[src/rtl/reg_read_port_16b.sv]
// Read side of the 16-bit register bank: 8 x 16-bit array, two-operand reads with
// write-back bypass, and a pending-write scoreboard that stalls reads of in-flight results.
module reg_read_port_16b #(
   parameter int DATA_W = 16,
   parameter int NREGS  = 8,
   parameter int ADDR_W = 3
) (
   input  logic              clk,
   input  logic              rst,
   input  logic              wb_we,
   input  logic [ADDR_W-1:0] wb_addr,
   input  logic [DATA_W-1:0] wb_data,
   input  logic              iss_valid,
   input  logic [ADDR_W-1:0] iss_addr,
   input  logic              rd_req,
   input  logic [ADDR_W-1:0] rd_addr_a,
   input  logic [ADDR_W-1:0] rd_addr_b,
   output logic              rd_ready,
   output logic              rd_valid,
   output logic [DATA_W-1:0] rd_data_a,
   output logic [DATA_W-1:0] rd_data_b,
   output logic [NREGS-1:0]  busy_mask
);

   logic [DATA_W-1:0] regs [NREGS];
   logic [NREGS-1:0]  set_mask;
   logic [NREGS-1:0]  clr_mask;
   logic [NREGS-1:0]  busy_next;
   logic              haz_a;
   logic              haz_b;
   logic              accept;
   logic [DATA_W-1:0] byp_a;
   logic [DATA_W-1:0] byp_b;

   // Handshake: a request is taken on any rising edge where rd_req && rd_ready;
   // rd_ready never looks at rd_req, and rd_valid pulses for exactly one cycle
   // after each taken request with its operands on rd_data_a/b.
   always_comb begin
      haz_a    = busy_mask[rd_addr_a] && !(wb_we && (wb_addr == rd_addr_a));
      haz_b    = busy_mask[rd_addr_b] && !(wb_we && (wb_addr == rd_addr_b));
      rd_ready = !rst && !haz_a && !haz_b;
      accept   = rd_req && rd_ready;
   end

   // Same-cycle write-back is forwarded so the read sees the post-edge value.
   always_comb begin
      byp_a = regs[rd_addr_a];
      byp_b = regs[rd_addr_b];
      if (wb_we && (wb_addr != '0) && (wb_addr == rd_addr_a)) byp_a = wb_data;
      if (wb_we && (wb_addr != '0) && (wb_addr == rd_addr_b)) byp_b = wb_data;
      if (rd_addr_a == '0) byp_a = '0;
      if (rd_addr_b == '0) byp_b = '0;
   end

   // Set is applied after clear so a new producer wins over a retiring one.
   always_comb begin
      set_mask = '0;
      clr_mask = '0;
      if (iss_valid) set_mask[iss_addr] = 1'b1;
      if (wb_we)     clr_mask[wb_addr]  = 1'b1;
      busy_next    = (busy_mask & ~clr_mask) | set_mask;
      busy_next[0] = 1'b0;
   end

   always_ff @(posedge clk) begin
      if (rst) begin
         for (int i = 0; i < NREGS; i++) regs[i] <= '0;
         busy_mask <= '0;
         rd_valid  <= 1'b0;
         rd_data_a <= '0;
         rd_data_b <= '0;
      end else begin
         if (wb_we && (wb_addr != '0)) regs[wb_addr] <= wb_data;
         busy_mask <= busy_next;
         rd_valid  <= accept;
         if (accept) begin
            rd_data_a <= byp_a;
            rd_data_b <= byp_b;
         end
      end
   end

endmodule

[config.mk]
export PLATFORM = sky130hd
export DESIGN_NAME = reg_read_port_16b
export DESIGN_NICKNAME = d
export VERILOG_FILES = /design/src/rtl/reg_read_port_16b.sv
export SDC_FILE = /design/constraint.sdc
export NUM_CORES = 1
export LEC_CHECK = 0
export ABC_AREA = 1
export BUFFER_PORTS_ARGS = -buffer_cell sky130_fd_sc_hd__buf_4
export CORE_ASPECT_RATIO = 0.75
export CORE_UTILIZATION = 30
export DETAILED_ROUTE_END_ITERATION = 6
export RECOVER_POWER = 50
export SLEW_MARGIN = 15
export SYNTH_ARGS = -nofsm -noshare
export SYNTH_HDL_FRONTEND = slang
export SYNTH_SLANG_ARGS = --single-unit
[constraint.sdc]
create_clock -name clk -period 4.9 [get_ports clk]
set_input_delay 0.49 -clock clk [delete_from_list [all_inputs] [get_ports clk]]
set_output_delay 0.49 -clock clk [all_outputs]
set_load 0.02 [all_outputs]
### Yosys cells after proc, flatten, opt, wreduce, memory -nomap -nowiden

Memories as Yosys holds them, arrays and structs flattened.
Cells that the tools add are included.
Widths: inputs -> output; s select.

* output and inout port bits: 42
* bits in registers: 41
* input bits: 33
* RAM bits: 128
* memories: 1

* eq/ne operators: 2
* bitwise operators: 3
* multiplexer cells: 22
* order comparisons: 6
* reductions and logical operators: 21

Memories
* regs: words 8, width 16, rd ports 2, clocked after Yosys merged registers in 0, write ports 8, RTL line 25 `logic [DATA_W-1:0] regs [NREGS];`

Operator list (number)
* $mux 16: 5
* $lt 3x4->1 const B: 4
* $mux 8: 2
* $reduce_or 16->1: 1
* $logic_and 1x1->1: 12
* $mux 1: 10
* $and 8x8->8: 1
* $not 8->8: 1
* $or 8x8->8: 1
* $bmux 1 s3: 2
* $demux 1 s3: 2
* $eq 3x3->1: 2
* $ge 3x1->1 const B: 2
* $logic_not 3->1: 2
* $logic_not 1->1: 5
* $mux 3: 1
* $reduce_bool 3->1: 1

### Depth between registers and ports, before layout

Gate-level depths: netlist (run 1).

* depth after elaboration: 8
* mapped depth: 13
* gate-level depth less buffers: 11

### Least setup slack after synthesis (run 1)

Ideal clock, no wire load.

* path type: input to register
* start point: input wb_we
* end point: memory regs[4][0], enable pin
* cell stages on the path: 5
* data required time: 4528 ps
* arrival time: 1719 ps
* path slack: 2810 ps
* cells stage by stage: inv_1 -> nor2_1 -> nand4_1 -> clkbuf_1 -> nand2_1

RTL lines
* start: declaration: RTL line 10 `input logic wb_we,`
* end: declaration: RTL line 25

==> results of run 1 <==
==> power groups by stage <==
| stage | combinational [mW] | sequential [mW] | clock [mW] |
|---|---|---|---|
| 2_1_floorplan | 0.337 | 1.71 | 0 |
| 3_3_place_gp | 0.531 | 1.70 | 0 |
| 3_5_place_dp | 0.535 | 1.70 | 0 |
| 4_1_cts | 0.537 | 1.67 | 1.27 |
| 5_1_grt | 0.588 | 1.68 | 1.33 |
| 6_report | 0.527 | 1.67 | 1.26 |
==> path summary, 6_finish.rpt <==
check / startpoint / endpoint / slack, ns / depth (start not counted)
worst max register to register: busy_mask[3] / rd_data_b[7] / 3.02 / 9
worst min register to register: rd_data_b[3] / rd_data_b[3] / 0.49 / 2
worst max-delay path: rst / regs[1][7] / 1.20 / 5
worst min-delay path: iss_addr[1] / busy_mask[4] / 0.26 / 2
==> cell type report <==
type | instances | share of cell area, %
Sequential cell | 168 | 44.8
Multi-Input combinational cell | 895 | 37.6
Timing Repair Buffer | 87 | 4.93
Tap cell | 392 | 4.74
Clock buffer | 17 | 4.11
Inverter | 76 | 2.75
Clock inverter | 15 | 0.991
==> metrics by stage <==
| stage | cells | util [%] | hold slack, ns | power [mW] | setup WS, ns |
|---|---|---|---|---|---|
| 2_1_floorplan | 1213 | - | 0.552 | 2.05 | 2.81 |
| 3_3_place_gp | 1618 | 33.8 | 0.469 | 2.23 | 1.55 |
| 3_5_place_dp | 1618 | 33.8 | 0.481 | 2.23 | 1.57 |
| 4_1_cts | 1650 | 35.6 | 0.250 | 3.48 | 1.70 |
| 5_1_grt | 1650 | 35.1 | 0.255 | 3.60 | 0.917 |
| 6_report | 1650 | 35.1 | 0.262 | 3.46 | 1.20 |
==> flip-flops by register name (all words and copies together) (netlist names) <==
name       cells
rd_valid       1
rd_data_a     16
regs         128
busy_mask      7
rd_data_b     16
==> cells in the mapped netlist, types with 2 or more instances <==
| cell | count |
|---|---|
| o21ai_1 | 9 |
| nand4_1 | 15 |
| inv_1 | 66 |
| dfxtp_1 | 40 |
| nand3_1 | 160 |
| nand2_1 | 354 |
| o211ai_1 | 20 |
| buf_6 | 5 |
| buf_4 | 12 |
| edfxtp_1 | 128 |
| o21ai_0 | 29 |
| nor2_1 | 245 |
| clkbuf_1 | 28 |
| o32ai_1 | 2 |
| buf_2 | 23 |
| nor2_4 | 4 |
| a21oi_1 | 26 |
| nand3_2 | 3 |
| buf_1 | 6 |
| inv_2 | 9 |
==> metal layers <==
metal  track usage [%]  vias to the layer above  wire length [um]
met4              5.23                        0               529
li1                  -                     3996                 -
met2              28.5                      428             12800
met3              4.67                       43              3060
met5                 0                        -                 0
met1              27.1                     3986             12700
==> cell usage in the layout, fill, tap and decap left out, drive strengths merged <==
cell type / n
nor2: 250
o21ai: 38
dfxtp: 40
clkbuf: 55
o41ai: 1
o32ai: 2
buf: 49
nand2: 354
and2: 1
o211ai: 20
nand3: 164
edfxtp: 128
nand4: 16
a21oi: 27
inv: 79
clkinv: 8
xnor2: 1
clkinvlp: 4
o22ai: 1
nor3: 1
or3: 1
o31ai: 1
conb: 17
==> logic make-up (layout without fill, tap and decap cells) <==
| family | after synthesis | in the layout | synth area share [%] |
|---|---|---|---|
| AO/OA/AOI/OAI | 90 | 90 | 5.75 |
| XOR/XNOR | 1 | 1 | 0.301 |
| buffers and inverters | 150 | 195 | 7.36 |
| flip-flops | 168 | 168 | 50.7 |
| other | 1 | 17 | 0.0409 |
| AND/OR/NAND/NOR | 787 | 787 | 35.8 |
==> flow_summary_export.csv, run 1 <==
group,metric,value,unit
floorplanning,dieArea,31200,um^2
synthesis,yosys.area.top_type,"edfxtp_1",
final_layout,diodes,0,
final_layout,fillerInstances,3107,
pwr,p_sw,1.04,mW
clocking,cts.root.buffer_cell,"clkbuf_16",
timing,layout_min_cycle_time,3.70,ns
synthesis,ys_seq_area_share,50.7,%
global_route,grt_max_degree,86,
timing,max-slew-margin-rel,9.82,%
clocking,clk_latency,0.45,ns
synthesis,netlist_area,9160,um^2
final_layout,seqCellArea,4640,um^2
synthesis,ys_types,33,
synthesis,synth_edf_count,128,
global_route,grtUsageTotal,19.0,%
floorplanning,die-width,204,um
clocking,cts_tree,"built",
placed_design,placed_area,9970,um^2
timing,slew_violations,0,
clocking,clock_path_buffers,2,
setup_path,critPathLaunchType,"primary input",
synthesis,synthCells,1197,
synthesis,ys.flop_type,"edfxtp_1",
floorplanning,coreArea,29500,um^2
setup_path,path_cells,"clkbuf_1 -> inv_1 -> nand4_1 -> clkbuf_1 -> nand2_1",
timing,finalSetupViolations,0,
pwr,max-vdd-ir-drop,0.000272,V
pwr,seq_power_share,48.3,%
detailed_routing,via_count,8453,
placed_design,io_buffer_count,73,
detailed_routing,ant_nets,0,
pwr,p_comb_share,15.2,%
timing,period_share,75.5,%
timing,tns,0,ns
pwr,p_leak,4.49,nW
floorplanning,die_h,153,um
placed_design,gp_congestion,0.882,
synthesis,avgSynthCellArea,7.65,um^2
synthesis,synth_area_leaders,"edfxtp_1 (42%), nand2_1 (15%), nor2_1 (10%)",
timing,skew,0.00840,ns
hold_path,min_path_type,"in -> reg",
detailed_routing,routedWlPerCell,17.6,um
global_route,antenna_found_initial,0,
synthesis,synth_top_area_share,42.0,%
global_route,overflow,0,
run_status,status,"finished, final reports clean",
clocking,post_cts_buffers,0,
timing,worst_pin_slew,1.35,ns
clocking,cts_buffers,17,
detailed_routing,drc,0,
setup_path,critPathMostFrequentCell,"clkbuf_1",
clocking,cts_sinks,168,
pwr,clkPwrFrac,36.5,%
final_layout,drive_gt1_share,7.87,%
clocking,htreeDepth,4,
setup_path,critPathTopFamily,"buffers and inverters",
setup_path,cp.buffers_inverters,3,
setup_path,worstSetupPathType,"in -> reg",
pwr,p_sw_share,30.0,%
setup_path,cp.arrival,3.64,ns
detailed_routing,dr.first_iter.drc_count,1222,
placed_design,hpwlAfterDp,18.7,mm
detailed_routing,drt-total-wl,29.1,mm
floorplanning,io_pins,75,
flow_run,drv_cap,0,
timing,fmax,270,MHz
final_layout,multi_input_area,3900,um^2
final_layout,fin_area,10400,um^2
floorplanning,rows,54,
setup_path,crit_fanout,21,
timing,rsz0062_at_grt,"false",
synthesis,postSynth.asyncResetShare,0,%
global_route,grt_pass1_wl,45.4,mm
setup_path,cp.required,4.84,ns
final_layout,syn2layout_area_growth,13.1,%
synthesis,yosysWarnings,0,
detailed_routing,viasPerCell,5.12,
timing,hold_viol_final,0,
setup_path,slowest_stage,"clkbuf_1",
setup_path,cp-end-kind,"flip-flop",
pwr,powerDensity,334,nW/um^2
detailed_routing,drt-pass1-iter-count,5,
clocking,cts-resized-gates,0,
clocking,hold_buffers,0,
final_layout,finalNetCount,1278,
pwr,p_int,2.42,mW
global_route,first_global_vias,7931,
clocking,clk_pin_slew,0.07,ns
floorplanning,initial_core_util,31.0,%
setup_path,crit_path_max_incr_delay,0.96,ns
synthesis,synth_seq_cells,168,
Power figures use the tool's default switching activity.
==> inputs of run 2 (changes only) <==
clock period = 3.5 ns   (was 4.9 ns; I/O delays follow)
==> run 2 against run 1 <==
Net effect:
- non-clock buffer count rose by 1
- via count fell by 1.2%
- cell count barely moved
- power rose by 40%
- sequential share of layout area barely moved
- sequential power rose by 40%
- wire length fell by 2.9%
- sequential cell count did not move
- combinational power rose by 37%
- core utilization barely moved
- setup slack got worse by 0.23 ns
- critical endpoint is now regs[6][7]
- highest routed layer unchanged
==> flow_summary_export.csv, run 2 (synthesis gave the netlist of run 1 again) <==
group,metric,value,unit
run_status,status,"finished, final reports clean",
global_route,overflow,0,
timing,tns,0,ns
timing,skew,0.0105,ns
clocking,hold_buffers,0,
floorplanning,dieArea,31200,um^2
final_layout,instances_no_fill,1651,
detailed_routing,ant_nets,0,
setup_path,rr_worst_depth,8,
pwr,powerDensity,468,nW/um^2
setup_path,cp.depth,5,
final_layout,layout.core_utilization,35.0,%
global_route,grt_pass1_wl,44.6,mm
floorplanning,rows,54,
final_layout,largestRegisters,"regs (128), rd_data_a (16), rd_data_b (16)",
global_route,first_global_vias,7922,
hold_path,min_path_type,"in -> reg",
timing,layout_min_cycle_time,2.53,ns
timing,rsz0062_at_grt,"false",
final_layout,regMostFlops,"regs",
placed_design,dp_cells,1619,
setup_path,crit_path_max_incr_delay,0.79,ns
setup_path,rrSetupSlack,1.61,ns
final_layout,largest_reg_flops,128,
floorplanning,die_h,153,um
timing,hold_viol_final,0,
detailed_routing,viasPerCell,5.06,
final_layout,drive_gt1_share,7.47,%
placed_design,gp_congestion,0.887,
pwr,p_leak,4.46,nW
floorplanning,die-width,204,um
setup_path,critPathLaunchType,"primary input",
timing,fmax,396,MHz
setup_path,crit_fanout,21,
final_layout,diodes,0,
timing,hold_ws,0.107,ns
clocking,cts_sinks,168,
setup_path,timing.rr.start,"busy_mask[2]",
detailed_routing,drc,0,
timing,worst_pin_slew,1.10,ns
clocking,cts_buffers,17,
timing,period_share,72.1,%
placed_design,preCtsSetupSlack,0.861,ns
hold_path,hold_start,"iss_addr[2]",
final_layout,fillerInstances,3063,
clocking,clock_path_buffers,2,
floorplanning,coreArea,29500,um^2
global_route,grt_max_degree,79,
clocking,htreeDepth,4,
clocking,post_cts_buffers,0,
clocking,cts-resized-gates,0,
setup_path,path_cells,"buf_4 -> nor2_1 -> nand4_1 -> clkbuf_1 -> nand2_1",
floorplanning,io_pins,75,
setup_path,cp.required,3.49,ns
detailed_routing,via_count,8355,
final_layout,fin_area,10300,um^2
final_layout,finalNetCount,1279,
detailed_routing,dr.first_iter.drc_count,881,
timing,finalSetupViolations,0,
clocking,clk_pin_slew,0.07,ns
setup_path,worstSetupPathType,"in -> reg",
global_route,antenna_found_initial,0,
hold_path,holdPathStages,2,
hold_path,hold_end,"busy_mask[1]",
pwr,max-vdd-ir-drop,0.000357,V
flow_run,drv_cap,0,
clocking,clk_latency,0.45,ns
setup_path,critPathTopFamily,"buffers and inverters",
placed_design,hpwlAfterDp,19.2,mm
clocking,cts.root.buffer_cell,"clkbuf_16",
placed_design,placed_area,9980,um^2
timing,max-slew-margin-rel,26.9,%
clocking,cts_tree,"built",
placed_design,io_buffer_count,73,
global_route,grtUsageTotal,18.4,%
final_layout,syn2layout_area_growth,13.0,%
timing,setup_ws,0.975,ns
detailed_routing,drt-total-wl,28.2,mm
final_layout,seqCellArea,4640,um^2
setup_path,slowest_stage,"clkbuf_1",
final_layout,final_cell_mix,"nand2_1 (354), nor2_1 (245), nand3_1 (160), edfxtp_1 (128), inv_1 (67)",
setup_path,cp.arrival,2.51,ns
detailed_routing,drt-pass1-iter-count,5,
setup_path,worst_r2r_endpoint,"rd_data_b[7]",
setup_path,cp.buffers_inverters,2,
setup_path,cp-end-kind,"flip-flop",
pwr,total_power,4.85,mW
final_layout,final_common_cell,"nand2_1",
final_layout,multi_input_area,3900,um^2
detailed_routing,routedWlPerCell,17.1,um
timing,slew_violations,0,
floorplanning,initial_core_util,31.0,%
-- run 2: area by class of cell --
type	instances	area share, %
clock buffers	19	4.18
inverters	76	2.76
clock inverters	13	0.967
well taps	392	4.74
multi-input cells	895	37.7
repair buffers	88	4.79
flip-flops and latches	168	44.9
-- run 2: worst max-delay path by stage --
stage | start | end
after floorplan | wb_we | regs[4][0]
after global placement | rd_addr_b[1] | rd_data_b[12]
after detailed placement | rd_addr_a[1] | rd_data_a[11]
after CTS | rd_addr_a[1] | rd_ready
after global routing | rst | regs[6][6]
final | rst | regs[6][7]
-- run 2: layer usage --
metal	vias up	GRT usage, %	wire, um
li1	3998	-	-
met1	3950	26.3	13100
met2	364	28.3	12600
met3	43	2.73	2030
met4	0	6.09	553
met5	-	0	0
-- run 2: where the power goes --
part | switching [mW] | internal (mW) | leakage (nW)
clock | 0.874 | 0.912 | 0.246
combinational | 0.515 | 0.207 | 2.66
sequential | 0.0651 | 2.27 | 1.56
total | 1.45 | 3.39 | 4.46
